File: src/rtl/hack_decode_stage.sv
// Hack CPU decode stage: registers the ROM word, splits A/C fields, drops wrong-path
// words on flush and inserts a one-cycle bubble for the A-then-M read hazard.
module hack_decode_stage #(
    parameter int IL = 16,
    parameter int CW = 16
) (
    input  logic          a_clk,
    input  logic          rst,
    input  logic [IL-1:0] instr,
    input  logic          stall_in,
    input  logic          flush,
    output logic          stall_out,
    output logic          valid,
    output logic          is_a,
    output logic [IL-2:0] a_value,
    output logic [6:0]    comp,
    output logic [2:0]    dest,
    output logic [2:0]    jump,
    output logic          reads_m,
    output logic [CW-1:0] instr_count
);

    logic warm;
    logic hazard_done;
    logic prev_a;
    logic in_c;
    logic haz;

    assign in_c = instr[IL-1];

    // prev_a is set only while the registered word is a valid A-instruction,
    // so it stands in for valid & is_a in the hazard term.
    assign haz = warm & prev_a & in_c & instr[12] & ~hazard_done & ~flush & ~stall_in;
    assign stall_out = stall_in | haz;

    always_ff @(posedge a_clk) begin
        if (!rst) begin
            warm        <= 1'b0;
            hazard_done <= 1'b0;
            prev_a      <= 1'b0;
            valid       <= 1'b0;
            is_a        <= 1'b0;
            a_value     <= '0;
            comp        <= '0;
            dest        <= '0;
            jump        <= '0;
            reads_m     <= 1'b0;
            instr_count <= '0;
        end else begin
            warm <= 1'b1;
            if (flush) begin
                valid       <= 1'b0;
                prev_a      <= 1'b0;
                hazard_done <= 1'b0;
            end else if (!stall_in) begin
                if (haz) begin
                    valid       <= 1'b0;
                    prev_a      <= 1'b0;
                    hazard_done <= 1'b1;
                end else if (warm) begin
                    valid       <= 1'b1;
                    prev_a      <= ~in_c;
                    hazard_done <= 1'b0;
                    is_a        <= ~in_c;
                    a_value     <= in_c ? '0 : instr[IL-2:0];
                    comp        <= in_c ? instr[12:6] : 7'd0;
                    dest        <= in_c ? instr[5:3] : 3'd0;
                    jump        <= in_c ? instr[2:0] : 3'd0;
                    reads_m     <= in_c & instr[12];
                    instr_count <= instr_count + CW'(1);
                end else begin
                    valid  <= 1'b0;
                    prev_a <= 1'b0;
                end
            end
        end
    end

endmodule

File: config.mk
export PLATFORM = sky130hd
export DESIGN_NAME = hack_decode_stage
export DESIGN_NICKNAME = d
export VERILOG_FILES = /design/src/rtl/hack_decode_stage.sv
export SDC_FILE = /design/constraint.sdc
export NUM_CORES = 1
export LEC_CHECK = 0
export CORE_UTILIZATION = 40
export DETAILED_ROUTE_END_ITERATION = 7
export PLACE_DENSITY = 0.75
export SLEW_MARGIN = 20
export SYNTH_ARGS = -nofsm -noshare
export SYNTH_HDL_FRONTEND = slang
export SYNTH_SLANG_ARGS = --single-unit
File: constraint.sdc
create_clock -name a_clk -period 1.9 [get_ports a_clk]
set_input_delay 0.38 -clock a_clk [delete_from_list [all_inputs] [get_ports a_clk]]
set_output_delay 0.38 -clock a_clk [all_outputs]
set_load 0.01 [all_outputs]
==> flow_metrics.env, run 1 <==
export IMPL_core_area_sq_um=4444
export IMPL_place_hpwl_um=3297
export IMPL_slew_viol_final=0
export IMPL_final_hold_viol_count=0
export IMPL_detail_route_wl_per_cell_um=14.32
export IMPL_critPathTopFamily="simple AND/OR/NAND/NOR gates"
export IMPL_clk_pin_slew_ns=0.09
export IMPL_yosysSeqAreaShare=0.5172
export IMPL_synthesis_nets=240
export IMPL_clk_path_buf_depth=2
export IMPL_fp_dieArea_sq_um=5021
export IMPL_yosysWarnings=0
export IMPL_syn_inst=219
export IMPL_drt_wl_total_um=5141
export IMPL_synth_top_area_share=0.5172
export IMPL_pin_count=68
export IMPL_io_buffers=67
export IMPL_start_util=0.4268
export IMPL_grt_ovfl_total=0
export IMPL_cts_sinks=49
export IMPL_ys_types=31
export IMPL_reg2reg_from="prev_a"
export IMPL_die_width_um=70.86
export IMPL_hp_class="flip-flop to flip-flop"
export IMPL_synth_most_common_cell="dfxtp_1"
export IMPL_num_rows=24
export IMPL_fin_crit_sh=0.9759
export IMPL_rsz0062_at_grt="yes"
export IMPL_drt_initial_drc_count=178
export IMPL_status="complete, no violations"
export IMPL_synthArstFlopShare=0
export IMPL_min_period_ns=1.854
export IMPL_arrival_ns=2.09
export IMPL_postRouteAntennaNets=0
export IMPL_ctsHoldBuffers=0
export IMPL_regArea_sq_um=984.7
export IMPL_holdPathStages=2
export IMPL_filler_cell_count=362
export IMPL_max_slew_margin=0.7067
export IMPL_r2r_cells=6
export IMPL_gp_congestion=0.7800
export IMPL_critical_path_class="flip-flop to flip-flop"
export IMPL_slowest_stage="or3_4"
export IMPL_synth_ff_type="dfxtp_1"
export IMPL_r2r_slack_ns=0.05
export IMPL_diodes=0
export IMPL_p_leak_nw=1.051
export IMPL_cpPeakStageDelay_ns=0.42
export IMPL_synth_edf_count=0
export IMPL_grtUsageTotal=0.2073
export IMPL_cp_max_fo=8
export IMPL_grt_max_degree=31
export IMPL_syn_avg_cell_area_sq_um=8.661
export IMPL_postPlaceCellArea_sq_um=2726
export IMPL_netlist_area_sq_um=1897
export IMPL_grt_pass1_vias=1775
export IMPL_p_per_area_nw_per_um2=713.9
export IMPL_ys_ff_latch=49
export IMPL_cp_num_buf_inv=2
export IMPL_fin_skew_ns=0.005542
export IMPL_multi_input_area_sq_um=867.1
export IMPL_cts_max_level=2
export IMPL_die_h_um=70.86
export IMPL_worstPathRequired_ns=2.14
export IMPL_rr_endpoint="instr_count[14]"
export IMPL_fmax_mhz=539.3
export IMPL_worstSetupStartpointType="flip-flop"
export IMPL_path_cells="and4b_2, buf_6, buf_4, or3_4, or4_1, a21oi_1"
export IMPL_grt_pass1_wl_um=8190
export IMPL_drc=0
export IMPL_whs_ns=0.4542
export IMPL_synth_top_cell_by_area="dfxtp_1"
export IMPL_avgViaCountPerCell=5.401
export IMPL_nets=327
export IMPL_clk_latency_ns=0.31
export IMPL_synthTopCellsByCount="49 x dfxtp_1, 28 x nor2_1, 23 x a21oi_1"
export IMPL_end_kind="flip-flop"
export IMPL_syn2layout_area_growth_pct=55.54
export IMPL_min_from="dest[0]"
export IMPL_tightest_slew_ns=0.4359
export IMPL_vias=1939
export IMPL_ir_worst_vdd_uv=467.7
export IMPL_firstDrtPassIters=6
export IMPL_cts_root_buf="clkbuf_8"
export IMPL_synthTopCellsByArea="dfxtp_1 52%, a22oi_1 6.7%, a21oi_1 6.1%, nor2_1 5.5%, nand3_1 5.0%"
export IMPL_cts_tree="built"
export IMPL_cts_buffers=5
export IMPL_drive_above_1_share=0.1466
export IMPL_maxCapViolations=0
export IMPL_stdcell_area_sq_um=2950
export IMPL_utilization=0.6639
export IMPL_antenna_found_initial=0
export IMPL_finalSetupViolCount=0
export IMPL_hold_end="dest[0]"
-- repair_timing --
action / 4_1_cts / 5_1_grt
setup buffers: 10 / 0
endpoints found under the setup margin: 6 / 10
pin swaps: 5 / 0
gates resized for setup: 11 / 3
cloned: 1 / 0
-- cell usage in the layout, fill, tap and decap left out, drive strengths merged --
cell | netlist | final
nand2 | 22 | 22
a21oi | 23 | 23
mux2i | 1 | 1
or3b | 1 | 1
dfxtp | 49 | 49
o31a | 1 | 1
ha | 1 | 1
clkinv | 1 | 2
clkdlybuf4s15 | 0 | 1
and2b | 1 | 1
xnor2 | 4 | 4
and4 | 2 | 2
nand3 | 19 | 19
a31o | 1 | 1
clkbuf | 13 | 5
clkdlybuf4s50 | 0 | 62
bufinv | 0 | 2
dlygate4sd2 | 0 | 4
and4b | 1 | 1
o31ai | 2 | 2
nand4b | 1 | 1
nor4b | 1 | 1
xor2 | 2 | 2
nor2 | 28 | 28
buf | 3 | 28
a22oi | 17 | 17
nor3b | 1 | 1
nor4 | 3 | 3
o21a | 1 | 1
or3 | 8 | 9
inv | 1 | 1
o21ai | 6 | 6
or4 | 2 | 2
nand4 | 3 | 3
-- routing by layer --
metal  share of wire  GRT usage
met5               0          0
met4          0.0099    0.07333
met3           0.078    0.06980
met2            0.46     0.3259
met1            0.45     0.2668
-- area by class of cell --
cell class                      instances  area share
Clock buffer                            5     0.02332
Clock inverter                          3     0.02205
Inverter                                2    0.002545
Multi-Input combinational cell        153      0.2939
Sequential cell                        49      0.3338
Tap cell                               52     0.02205
Timing Repair Buffer                   95      0.3024
-- metrics by stage --
| step | total power [mW] | setup WS, ns | std cells | setup TNS [ns] |
|---|---|---|---|---|
| 4_1_cts | 2.118 | 0.009094 | 359 | 0 |
| 5_1_grt | 2.177 | -0.02555 | 359 | -0.04848 |
| 6_report | 2.106 | 0.04572 | 359 | 0 |
| 2_1_floorplan | 1.143 | -0.01426 | 219 | -0.01426 |
| 3_5_place_dp | 1.255 | -0.3811 | 341 | -6.236 |
| 3_3_place_gp | 1.252 | -0.3448 | 341 | -5.004 |
-- flip-flops by register name (all words and copies together), names as in the netlist --
signal       count
is_a             1
instr_count     16
prev_a           1
dest             3
jump             3
a_value         15
hazard_done      1
valid            1
comp             7
warm             1
-- cell families (layout without fill, tap and decap cells) --
| group | after synthesis | after routing | share of synthesized area |
|---|---|---|---|
| AO/OA/AOI/OAI | 51 | 51 | 0.1649 |
| XOR/XNOR | 6 | 6 | 0.02770 |
| adder cells (fa/ha/maj) | 1 | 1 | 0.006595 |
| buffers and inverters | 18 | 105 | 0.03892 |
| flip-flops | 49 | 49 | 0.5171 |
| multiplexers | 1 | 1 | 0.005277 |
| AND/OR/NAND/NOR | 93 | 94 | 0.2395 |
-- worst min-delay path, delay by kind of cell (launching register included) --
kind | cells | cell delay [ns]
DFF | 1 | 0.32
and+or+nand+nor | 1 | 0.05
AOI/OAI and AO/OA | 1 | 0.05
-- report_power, final --
group / switching [mW] / internal, mW / total, mW / leakage [nW]
Combinational: 0.0844 / 0.0978 / 0.182 / 0.586
Clock: 0.349 / 0.523 / 0.872 / 0.0681
Sequential: 0.00962 / 1.04 / 1.05 / 0.397
Total: 0.443 / 1.66 / 2.11 / 1.05
-- worst max-delay path by stage --
| stage | startpoint | to | slack (ns) | depth (start not counted) |
|---|---|---|---|---|
| floorplan | instr[15] | instr_count[14] | -0.01 | 7 |
| global placement | flush | instr_count[14] | -0.34 | 5 |
| detailed placement | instr[15] | instr_count[13] | -0.38 | 6 |
| CTS | prev_a | stall_out | 0.009 | 4 |
| global route | warm | instr_count[5] | -0.03 | 6 |
| finish | prev_a | instr_count[14] | 0.05 | 6 |
Note: power is estimated with default switching activity, not from simulation.
==> run 2, diff against run 1 <==
--- a/config.mk
+++ b/config.mk
@@ -8,7 +8,6 @@
 export CORE_UTILIZATION = 40
 export DETAILED_ROUTE_END_ITERATION = 7
 export PLACE_DENSITY = 0.75
-export SLEW_MARGIN = 20
 export SYNTH_ARGS = -nofsm -noshare
 export SYNTH_HDL_FRONTEND = slang
 export SYNTH_SLANG_ARGS = --single-unit
==> results of run 2 <==
Final layout, timing and power as in run 1 (identical DEF).
